<file path="config.mk">
export PLATFORM = sky130hd
export DESIGN_NAME = fetch_queue
export DESIGN_NICKNAME = d
export VERILOG_FILES = /design/src/rtl/fetch_pkg.sv /design/src/rtl/fetch_buf.sv /design/src/rtl/fetch_queue.sv
export SDC_FILE = /design/constraint.sdc
export NUM_CORES = 1
export LEC_CHECK = 0
export BUFFER_PORTS_ARGS = -buffer_cell sky130_fd_sc_hd__buf_4
export CAP_MARGIN = 20
export CELL_PAD_IN_SITES_DETAIL_PLACEMENT = 0
export CELL_PAD_IN_SITES_GLOBAL_PLACEMENT = 1
export CORE_MARGIN = 2
export CORE_UTILIZATION = 45
export CTS_BUF_LIST = sky130_fd_sc_hd__clkbuf_2 sky130_fd_sc_hd__clkbuf_4 sky130_fd_sc_hd__clkbuf_8
export CTS_CLUSTER_SIZE = 24
export DETAILED_ROUTE_END_ITERATION = 8
export PLACE_DENSITY = 0.86
export REMOVE_ABC_BUFFERS = 1
export SYNTH_ARGS = -nofsm -noshare
export SYNTH_HDL_FRONTEND = slang
export SYNTH_SLANG_ARGS = --single-unit
export TNS_END_PERCENT = 1
</file>
<file path="constraint.sdc">
create_clock -name clk -period 25.4 [get_ports clk]
set_input_delay 5.08 -clock clk [delete_from_list [all_inputs] [get_ports clk]]
set_output_delay 5.08 -clock clk [all_outputs]
set_load 0.05 [all_outputs]
</file>
<file path="src/rtl/fetch_pkg.sv">
// ============================================================================
//  Module      : fetch_pkg
//  Description : Shared types and constants for the instruction-fetch queue.
//  Revision    : 1.0 - initial release
// ============================================================================
`default_nettype none

package fetch_pkg;

  // Default PC / address width of the fetch front end
  localparam int XLEN_DEF = 32;

  // Filler instruction held in an entry between issue and fill
  localparam logic [31:0] NOP_INST = 32'h0000_0013;

  // One queue slot: PC it was fetched from, instruction word, and whether
  // the memory response for it has arrived.
  typedef struct packed {
    logic [XLEN_DEF-1:0] pc;
    logic [31:0]         inst;
    logic                filled;
  } fetch_entry_t;

endpackage : fetch_pkg

`default_nettype wire

</file>
<file path="src/rtl/fetch_buf.sv">
// ============================================================================
//  Module      : fetch_buf
//  Description : Circular fetch buffer with separate allocate / fill / pop
//                pointers. Entries are allocated at issue time (PC known),
//                filled in order as responses return, and popped in order.
//  Revision    : 1.0 - initial release
// ============================================================================
`default_nettype none

module fetch_buf
  import fetch_pkg::*;
#(
  parameter  int XLEN  = XLEN_DEF,
  parameter  int DEPTH = 4,
  localparam int PW    = $clog2(DEPTH),
  localparam int CW    = PW + 1
) (
  input  logic            clk,
  input  logic            rst,
  input  logic            flush,
  input  logic            push,
  input  logic [XLEN-1:0] push_pc,
  input  logic            fill,
  input  logic [31:0]     fill_inst,
  input  logic            pop,
  output logic [XLEN-1:0] head_pc,
  output logic [31:0]     head_inst,
  output logic            head_filled,
  output logic [CW-1:0]   count,
  output logic [CW-1:0]   pend
);

  fetch_entry_t r_mem [DEPTH];
  logic [PW-1:0] r_head;
  logic [PW-1:0] r_alloc;
  logic [PW-1:0] r_fill;
  logic [CW-1:0] r_count;
  logic [CW-1:0] r_pend;

  // Entry storage: allocate at alloc, fill at fill, retire at head.
  // A push never targets the head of a poppable entry and a fill never
  // targets a freshly allocated slot, so the three writes never collide.
  always_ff @(posedge clk or posedge rst) begin
    if (rst) begin
      for (int i = 0; i < DEPTH; i++) begin
        r_mem[i] <= '0;
      end
    end else if (flush) begin
      for (int i = 0; i < DEPTH; i++) begin
        r_mem[i].filled <= 1'b0;
      end
    end else begin
      if (push) begin
        r_mem[r_alloc].pc     <= XLEN_DEF'(push_pc);
        r_mem[r_alloc].inst   <= NOP_INST;
        r_mem[r_alloc].filled <= 1'b0;
      end
      if (fill) begin
        r_mem[r_fill].inst   <= fill_inst;
        r_mem[r_fill].filled <= 1'b1;
      end
      if (pop) begin
        r_mem[r_head].filled <= 1'b0;
      end
    end
  end

  // Pointers and occupancy counters; DEPTH is a power of two so the
  // pointers wrap naturally.
  always_ff @(posedge clk or posedge rst) begin
    if (rst) begin
      r_head  <= '0;
      r_alloc <= '0;
      r_fill  <= '0;
      r_count <= '0;
      r_pend  <= '0;
    end else if (flush) begin
      r_head  <= '0;
      r_alloc <= '0;
      r_fill  <= '0;
      r_count <= '0;
      r_pend  <= '0;
    end else begin
      if (push) r_alloc <= r_alloc + PW'(1);
      if (fill) r_fill  <= r_fill + PW'(1);
      if (pop)  r_head  <= r_head + PW'(1);
      r_count <= r_count + CW'(push) - CW'(pop);
      r_pend  <= r_pend + CW'(push) - CW'(fill);
    end
  end

  assign head_pc     = XLEN'(r_mem[r_head].pc);
  assign head_inst   = r_mem[r_head].inst;
  assign head_filled = r_mem[r_head].filled;
  assign count       = r_count;
  assign pend        = r_pend;

endmodule : fetch_buf

`default_nettype wire

</file>
<file path="src/rtl/fetch_queue.sv">
// ============================================================================
//  Module      : fetch_queue
//  Description : Instruction-fetch front end. Issues in-order requests over a
//                req/gnt/rvalid handshake, buffers up to DEPTH instructions
//                with their PCs and hands them to decode over valid/ready.
//                A redirect flushes the buffer and arranges for every stale
//                in-flight response to be discarded on return.
//  Revision    : 1.0 - initial release
// ============================================================================
`default_nettype none

module fetch_queue
  import fetch_pkg::*;
#(
  parameter  int               XLEN     = XLEN_DEF,
  parameter  int               DEPTH    = 4,
  parameter  logic [XLEN-1:0]  RESET_PC = '0,
  localparam int               CW       = $clog2(DEPTH) + 1
) (
  input  logic            clk,
  input  logic            rst,
  input  logic            redirect_valid,
  input  logic [XLEN-1:0] redirect_pc,
  output logic            imem_req,
  output logic [XLEN-1:0] imem_addr,
  input  logic            imem_gnt,
  input  logic            imem_rvalid,
  input  logic [31:0]     imem_rdata,
  output logic            out_valid,
  output logic [XLEN-1:0] out_pc,
  output logic [31:0]     out_inst,
  input  logic            out_ready
);

  localparam logic [CW:0] c_depth = (CW+1)'(DEPTH);

  logic [XLEN-1:0] r_fetch_pc;
  logic [CW-1:0]   r_drop_cnt;

  logic [CW-1:0]   w_count;
  logic [CW-1:0]   w_pend;
  logic [CW:0]     w_occupancy;
  logic            w_issue;
  logic            w_drop;
  logic            w_fill;
  logic            w_pop;
  logic            w_head_filled;
  logic [XLEN-1:0] w_head_pc;
  logic [31:0]     w_head_inst;
  logic [CW-1:0]   w_redirect_drop;
  logic            w_unused_pc_lsbs;

  // Live entries plus stale responses still owed by memory bound the
  // number of requests we may have outstanding.
  assign w_occupancy = {1'b0, w_count} + {1'b0, r_drop_cnt};

  // Request is gated by reset so the port goes quiet the instant reset
  // is asserted, not at the next edge.
  assign imem_req  = !rst && !redirect_valid && (w_occupancy < c_depth);
  assign imem_addr = r_fetch_pc;

  assign w_issue = imem_req && imem_gnt;
  assign w_drop  = imem_rvalid && (r_drop_cnt != '0);
  // A response landing in a redirect cycle is stale by definition.
  assign w_fill  = imem_rvalid && !w_drop && !redirect_valid;

  assign out_valid = w_head_filled && !redirect_valid;
  assign out_pc    = w_head_pc;
  assign out_inst  = w_head_inst;
  assign w_pop     = out_valid && out_ready;

  // Everything issued but not yet returned becomes stale on redirect, on
  // top of what was already owed; the response arriving right now (if
  // any) is consumed this cycle and so is taken off the total.
  assign w_redirect_drop = w_pend + r_drop_cnt - CW'(imem_rvalid);

  assign w_unused_pc_lsbs = ^redirect_pc[1:0];

  fetch_buf #(
    .XLEN  (XLEN),
    .DEPTH (DEPTH)
  ) u_buf (
    .clk         (clk),
    .rst         (rst),
    .flush       (redirect_valid),
    .push        (w_issue),
    .push_pc     (r_fetch_pc),
    .fill        (w_fill),
    .fill_inst   (imem_rdata),
    .pop         (w_pop),
    .head_pc     (w_head_pc),
    .head_inst   (w_head_inst),
    .head_filled (w_head_filled),
    .count       (w_count),
    .pend        (w_pend)
  );

  // Fetch PC: restart word-aligned on redirect, advance one word per grant.
  always_ff @(posedge clk or posedge rst) begin
    if (rst) begin
      r_fetch_pc <= RESET_PC;
    end else if (redirect_valid) begin
      r_fetch_pc <= {redirect_pc[XLEN-1:2], 2'b00};
    end else if (w_issue) begin
      r_fetch_pc <= r_fetch_pc + XLEN'(4);
    end
  end

  // Stale-response counter: reloaded on every redirect, drained by returns.
  always_ff @(posedge clk or posedge rst) begin
    if (rst) begin
      r_drop_cnt <= '0;
    end else if (redirect_valid) begin
      r_drop_cnt <= w_redirect_drop;
    end else if (w_drop) begin
      r_drop_cnt <= r_drop_cnt - CW'(1);
    end
  end

`ifndef SYNTHESIS
  // Memory must only grant a request that is being made.
  a_gnt_needs_req : assert property (@(posedge clk) disable iff (rst)
    imem_gnt |-> imem_req);

  // Memory must not return more responses than were requested.
  a_rvalid_needs_outstanding : assert property (@(posedge clk) disable iff (rst)
    imem_rvalid |-> ((w_pend + r_drop_cnt) != '0));
`endif

endmodule : fetch_queue

`default_nettype wire

</file>
# --- Word level (Yosys, flattened, before mapping) ---
# Index checks and enable logic that the tools add are counted.
word_totals:
  ff_bits: 307
  inputBits: 70
  out_inout_bits: 98
  word_cells: 102
op_classes:
  add_sub_neg: 12
  n_lt_le_gt_ge: 7
  n_mux: 42
  bitwise: 3
  n_reduce_logical: 19
ops:
  columns: ["operator", "count"]
  rows:
  - ["bitwise mux 260 bit", 6]
  - ["2-to-1 mux 260 bit", 5]
  - ["demux 65 bit (select 2 bit)", 6]
  - ["2-to-1 mux 65 bit", 3]
  - ["binary-select mux 65 bit (select 2 bit)", 1]
  - ["2-to-1 mux 33 bit", 2]
  - ["2-to-1 mux 32 bit", 2]
  - ["adder 32 x 3 -> 32 bit, second input constant", 1]
  - ["2-to-1 mux 2 bit", 6]
  - ["2-to-1 mux 3 bit", 4]
  - ["logical AND 1 bit", 11]
  - ["greater-or-equal comparator 3 bit, second input constant", 3]
  - ["< comparator 3 x 1 -> 1 bit, second input constant", 3]
  - ["NOT 2 -> 3 bit", 3]
  - ["subtractor 3 x 1 -> 3 bit", 3]
  - ["nonzero test 2 bit", 4]
  - ["2-to-1 mux 1 bit", 7]
  - ["adder 2 x 1 -> 2 bit, second input constant", 3]
  - ["adder 3 x 1 -> 3 bit", 2]
  - ["adder 3 x 3 -> 4 bit", 1]
  - ["< comparator 4 x 3 -> 1 bit, second input constant", 1]
  - ["adder 3 bit", 1]
  - ["zero test 1 bit", 3]
  - ["nonzero test 3 bit", 1]
  - ["subtractor 3 x 1 -> 3 bit, second input constant", 1]

# --- Logic depth before layout (Yosys ltp) ---
# Gate-level depths: netlist of the first run.
depth:
  depth_word: 17
  mapped_depth: 13
  ltp_nobuf: 11

# --- Cells and area by module ---
# From an unflattened synthesis of the first run, not the netlist that was laid out.
unflattened:
  cells_unflattened: 1398
  area_unflattened_um2: 16288.1
by_module_without_submodules:
  columns: ["mod", "instances", "cells_per_inst", "area_per_inst_um2", "seq_area_each_um2"]
  rows:
  - ["fetch_buf", 1, 1139, 14003.4, 6806.5]
  - ["fetch_queue", 1, 259, 2284.7, 825.8]

# --- Worst setup path before layout of the first run ---
# OpenSTA, ideal clock, no wires.
synth_timing:
  path_kind: "input -> output"
  start: "input port redirect_valid"
  end: "output port imem_req"
  t_arrival_ns: 5.894
  required_ns: 20.320
  slack_ns: 14.426
  cell_stages: 3
  path_buffers: 1
  path_cell_list: "inv_1 > clkbuf_1 > and3_1"
synth_between:
  elab_chain_cells: 3
synth_rtl:
  columns: ["element", "line_no", "rtl"]
  rows:
  - ["start: declaration", "fetch_queue.sv:22", "input logic redirect_valid,"]
  - ["zero test 1 bit", "fetch_queue.sv:59", "assign imem_req = !rst && !redirect_valid && (w_occupancy < c_depth);"]
  - ["logical AND 1 bit (2 in series)", "fetch_queue.sv:59", null]
  - ["end: declaration", "fetch_queue.sv:24", "output logic imem_req,"]
# Every way passes these cells.

# --- Worst setup path in the final report of the first run ---
# Ends and elaborated chain as after synthesis.

==> results of run 1 <==
-- per-stage QoR --
stage / area, um2 / util / instances / worst slack, ns
floorplan: 13660 / - / 1172 / 12.12
global placement: 15470 / 0.5017 / 1738 / 14.34
detailed placement: 15470 / 0.5017 / 1738 / 14.35
CTS: 16490 / 0.5350 / 1825 / 14.35
global route: 16640 / 0.5396 / 1831 / 14.27
finish: 16640 / 0.5396 / 1831 / 14.36
-- area by class of cell --
class / count / area, um2 / share of cell area
Clock inverter: 3 / 15.01 / 0.0009025
Sequential cell: 297 / 7440 / 0.4472
Multi-Input combinational cell: 849 / 6150 / 0.3697
Tap cell: 396 / 495.5 / 0.02978
Timing Repair Buffer: 176 / 1419 / 0.08529
Inverter: 26 / 105.1 / 0.006318
Clock buffer: 84 / 1012 / 0.06085
-- state kept, by name, indices dropped and copies added, names as in the netlist --
name	cells
u_buf.r_head	2
r_drop_cnt	3
u_buf.r_fill	2
imem_addr	30
u_buf.r_alloc	2
u_buf.count	3
u_buf.r_mem	252
u_buf.pend	3
-- synthesized netlist by cell type (3+ instances only) --
master / n / share of area
a32oi_1: 3 / 0.0019
nand2_1: 319 / 0.084
a31oi_1: 3 / 0.0013
mux2_1: 15 / 0.012
nand2_2: 3 / 0.0013
buf_1: 3 / 0.00079
and2_1: 11 / 0.0049
nand4_1: 11 / 0.0049
mux2i_1: 4 / 0.0028
and3_1: 5 / 0.0022
nor3_1: 7 / 0.0025
mux2_2: 55 / 0.044
xnor2_1: 8 / 0.0049
a22oi_1: 4 / 0.0021
a221o_1: 3 / 0.0021
xor2_1: 6 / 0.0037
mux4_2: 63 / 0.10
buf_4: 8 / 0.0042
clkbuf_2: 3 / 0.0011
o211ai_1: 9 / 0.0048
ha_1: 24 / 0.021
a21oi_1: 11 / 0.0039
a211oi_1: 5 / 0.0026
nor2_1: 34 / 0.0090
inv_1: 25 / 0.0066
o21ai_0: 162 / 0.057
buf_6: 10 / 0.0079
clkbuf_1: 40 / 0.011
fa_1: 3 / 0.0042
o311ai_1: 4 / 0.0025
nand3_1: 19 / 0.0067
o21ai_1: 7 / 0.0025
dfrtp_1: 297 / 0.52
buf_2: 36 / 0.013
mux2_4: 27 / 0.029
-- critical path: cells and delay by family --
kind                   cells  cell delay, ns
buffers and inverters      3            0.64
and+or+nand+nor            1            0.23
-- worst max path at each step --
stage | endpoint | slack, ns
floorplan | imem_addr[10]$_DFFE_PP0N_ | 12.12
global placement | imem_req | 14.34
detailed placement | imem_req | 14.35
CTS | imem_req | 14.35
global route | imem_req | 14.27
finish | imem_req | 14.36
-- where the power goes --
part	total (mW)	switching (mW)	internal [mW]
logic	0.533	0.331	0.202
registers	0.639	0.0658	0.573
clock network	0.436	0.187	0.249
-- metal layers --
layer,share of wire,vias up
met4,0.018,0
met3,0.069,52
met5,0,-
li1,-,4648
met2,0.47,306
met1,0.44,4994
-- cells by family after synthesis --
kind of cell,synth area share
simple gates,0.1251
flops,0.5244
compound gates,0.08483
mux,0.1871
buf+inv,0.04423
fa+ha+maj,0.02542
xor+xnor,0.008651
other cells,0.0002646
==> results.ini, run 1 <==
[critical_path]
critPathLaunch=redirect_valid
timing.reg2reg.setup_slack_ns=21.49
regToRegEndpoint=u_buf.count[2]$_DFF_PP0_
critPathMostFrequentCell=buf_4
critical_path.max_fanout=12
path_cells=buf_4 -> inv_1 -> and3_1 -> buf_4
worstPathArrival_ns=5.96
max_stage_delay_ns=0.31
cpMaxStageDelayCell=inv_1
worstSetupEndpointType=output port
criticalPathCategory=input pin to output port
crit_required_ns=20.32
r2r-start=u_buf.r_head[0]$_DFFE_PP0P_
cp-start-kind=input pin
rr_worst_depth=10

[clock_network]
root_buffer=clkbuf_8
cts_tree=done
postCtsSetupBuffers=0
cts-resized-gates=0
clock_latency_ns=0.58
cts_buffers=49
clkSlewWorstSetupHoldPaths_ns=0.06
cts.sinks=297
cts-htree-levels=2
hold_buffers=0
cts_buffer_depth=3

[status]
status=finished clean

[worst_hold_path]
worstHoldEndpoint=u_buf.r_mem[129]$_DFFE_PP0P_
min_from=u_buf.r_mem[129]$_DFFE_PP0P_
worstHoldPathCells=2
holdCritPathClass=flip-flop to flip-flop

[detailed_routing]
vias_per_cell=5.461
wl_per_cell_um=18.98
drt_first_pass_iters=5
drc=0
dr.first_iter.drc_count=662
routed_wl_um=34750
final_antenna_net_count=0
via_count=10000

[floorplanning]
coreArea_um2=30830
num_io_pins=168
fp.dieArea_um2=32930
floorplan.initialDensity=0.4597
die_y_um=181.5
die_w_um=181.5
row_count=64

[logic_synthesis]
yosysWarnings=0
synth_edf_count=0
synthCells=1269
ys_types=51
yosys_register_bits=297
synth_ff_type=dfrtp_1
ys_async_sr_fraction=1.000
syn_area_um2=14170
seq_area_frac_synth=0.5244
syn_avg_cell_area_um2=11.17

[grt]
gr-usage-all-layers=0.2182
grt_antenna_before_repair=0
grt.overflow.total=0
use_met1=0.3037
grt_pass1_vias=10432
top_usage_layer=met2
grt_pass1_wl_um=57310
grt_util_met3=0.04834
grt_max_degree=137
grt_use_met2=0.3497

[timing]
setup_tns_ns=0
drv_slew=0
worstMarginPinSlew_ns=1.081
hold_ws_ns=0.4699
maxSlewHeadroom=0.2794
clock_skew_ns=0.02121
fin_crit_sh=0.4346
setup_viol=0
hold_viol=0
fin_crit_ns=11.04
fmax_ghz=0.09059
rsz0062_at_grt=false

[power_and_ir_drop]
powerDensity_nw_per_um2=96.65
max-vdd-ir-drop_uv=68.34
power_leakage_nw=7.653
power_mw=1.608

[place]
io_buffers=161
place.gp.congestion=0.7601
dp_hpwl_um=20030

[cells_and_area]
fin_nets=1496
nFillCells=2701
final_common_cell=nand2_1
num_antenna_cells=0
syn_to_final_growth_pct=17.37
drive_gt1_frac=0.2969
layout_common_cells=318 x nand2_1, 295 x dfrtp_1, 170 x buf_4

[run]
drv_cap=0

No activity file was read; power rests on OpenSTA's default activity.
==> run 2, diff against run 1 <==
CORE_UTILIZATION = 44   (was 45)
PLACE_DENSITY = 0.87   (was 0.86)
clock period = 9.42 ns   (was 25.4 ns; I/O delays follow)
==> results.ini, run 2 (synthesis results as in run 1) <==
[status]
status=finished clean

[critical_path]
rr_worst_depth=12  ; +2
timing.reg2reg.setup_slack_ns=6.02  ; -15.47 ns
regToRegEndpoint=u_buf.pend[2]$_DFF_PP0_
worstPathArrival_ns=3.10  ; -2.86 ns
crit_required_ns=7.54  ; -12.78 ns
critical_path.max_fanout=43  ; +31
r2r-start=r_drop_cnt[2]$_DFFE_PP0P_
cp-start-kind=flip-flop
critPathLaunch=u_buf.r_head[0]$_DFFE_PP0P_
worstSetupEndpointType=output port
criticalPathCategory=flip-flop to output port

[clock_network]
clock_latency_ns=0.60  ; +0.02 ns
hold_buffers=0  ; unchanged
cts.sinks=297  ; unchanged
clkSlewWorstSetupHoldPaths_ns=0.06  ; about the same
cts_buffers=50  ; +2.0%
cts-htree-levels=2  ; unchanged
cts-resized-gates=0  ; unchanged
postCtsSetupBuffers=0  ; unchanged
cts_tree=done
root_buffer=clkbuf_8
cts_buffer_depth=3  ; unchanged

[grt]
grt_pass1_wl_um=56820  ; -0.85%
grt_antenna_before_repair=0  ; unchanged
grt.overflow.total=0  ; unchanged
grt_pass1_vias=10486  ; +0.52%
gr-usage-all-layers=0.2138  ; -0.004413
grt_max_degree=158  ; +15%

[place]
dp_hpwl_um=20290  ; +1.3%
place.gp.congestion=0.7457  ; -1.9%
dp_cells=1746  ; +0.46%
io_buffers=161  ; unchanged

[run]
drv_cap=0  ; unchanged

[timing]
rsz0062_at_grt=false
fin_crit_ns=4.983
setup_viol=0  ; unchanged
drv_slew=0  ; unchanged
fmax_ghz=0.2007
maxSlewHeadroom=0.2503  ; -0.02905
clock_skew_ns=0.01385  ; -0.007355 ns
fin_crit_sh=0.5290
hold_viol=0  ; unchanged
worstMarginPinSlew_ns=1.124  ; +0.04358 ns

[cells_and_area]
post-route-util=0.5223  ; -0.01728
nFillCells=2792  ; +3.4%
drive_gt1_frac=0.2939  ; -0.002952
stdcell_count=1831  ; unchanged
final_common_cell=nand2_1
multiInputGateArea_um2=6150  ; unchanged
num_antenna_cells=0  ; unchanged
regArea_um2=7440  ; unchanged
layout_common_cells=318 x nand2_1, 295 x dfrtp_1, 171 x buf_4
largest_register_ffs=252  ; unchanged
regMostFlops=u_buf.r_mem
fin_nets=1493  ; -0.20%
syn_to_final_growth_pct=16.59

[detailed_routing]
via_count=9964  ; -0.36%
routed_wl_um=35090  ; +0.97%
drc=0  ; unchanged
vias_per_cell=5.442  ; -0.36%
wl_per_cell_um=19.16  ; +0.97%
final_antenna_net_count=0  ; unchanged
dr.first_iter.drc_count=622  ; -6.0%
drt_first_pass_iters=7  ; +2

[floorplanning]
die_w_um=183.5  ; +1.1%
fp.dieArea_um2=33660  ; +2.2%
floorplan.initialDensity=0.4480  ; -0.01173
num_io_pins=168  ; unchanged
row_count=65  ; +1.6%
die_y_um=183.5  ; +1.1%
coreArea_um2=31640  ; +2.6%

[power_and_ir_drop]
powerDensity_nw_per_um2=263.0  ; +170%
max-vdd-ir-drop_uv=167.6  ; +150%
power_leakage_nw=7.593  ; -0.79%

[worst_hold_path]
holdCritPathClass=flip-flop to flip-flop
worstHoldPathCells=2  ; unchanged
worstHoldEndpoint=u_buf.r_mem[64]$_DFFE_PP0P_
min_from=u_buf.r_mem[64]$_DFFE_PP0P_

-- run 2: worst max-delay path by stage --
| stage | to | slack [ns] | cells past startpoint |
|---|---|---|---|
| 2_1_floorplan | imem_addr[10]$_DFFE_PP0N_ | -0.67 | 1 |
| 3_3_place_gp | u_buf.count[2]$_DFF_PP0_ | 4.59 | 12 |
| 3_5_place_dp | u_buf.pend[2]$_DFF_PP0_ | 4.54 | 12 |
| 4_1_cts | out_pc[4] | 4.35 | 3 |
| 5_1_grt | out_pc[10] | 4.24 | 3 |
| 6_report | out_pc[10] | 4.44 | 3 |
-- run 2: stage by stage --
stage               instance area, um2  total power [mW]  worst slack [ns]  hold WS (ns)  TNS (ns)
floorplan                        13660             2.742           -0.6682        0.4404   -198.45
global placement                 15500             3.145             4.594        0.4553         0
detailed placement               15500             3.192             4.540        0.4602         0
CTS                              16520             4.388             4.350        0.4810         0
global route                     16520             4.571             4.237        0.5031         0
finish                           16520             4.345             4.437        0.4787         0
-- run 2: report_power, final --
part / total, mW / switching, mW / internal, mW
Sequential: 1.72 / 0.174 / 1.55
Clock: 1.18 / 0.528 / 0.657
Combinational: 1.44 / 0.900 / 0.540
-- run 2: area by class of cell --
cell class | instances | share of cell area
Multi-Input combinational cell | 849 | 0.3722
Inverter | 26 | 0.006360
Clock inverter | 6 | 0.002574
Tap cell | 402 | 0.03044
Sequential cell | 297 | 0.4502
Timing Repair Buffer | 172 | 0.07890
Clock buffer | 79 | 0.05936
-- run 2: worst max-delay path, stage by stage, from the launching register on --
cell and delay [ns]:
dfrtp_4 0.76, buf_4 0.82, mux4_2 0.65, buf_4 0.21
-- run 2: layer usage --
layer	track usage	vias to the layer above	part of all wire
met2	0.3485	304	0.47
met4	0.04992	0	0.015
met5	0	-	0
met1	0.2886	4964	0.44
met3	0.05487	51	0.076
li1	-	4645	-
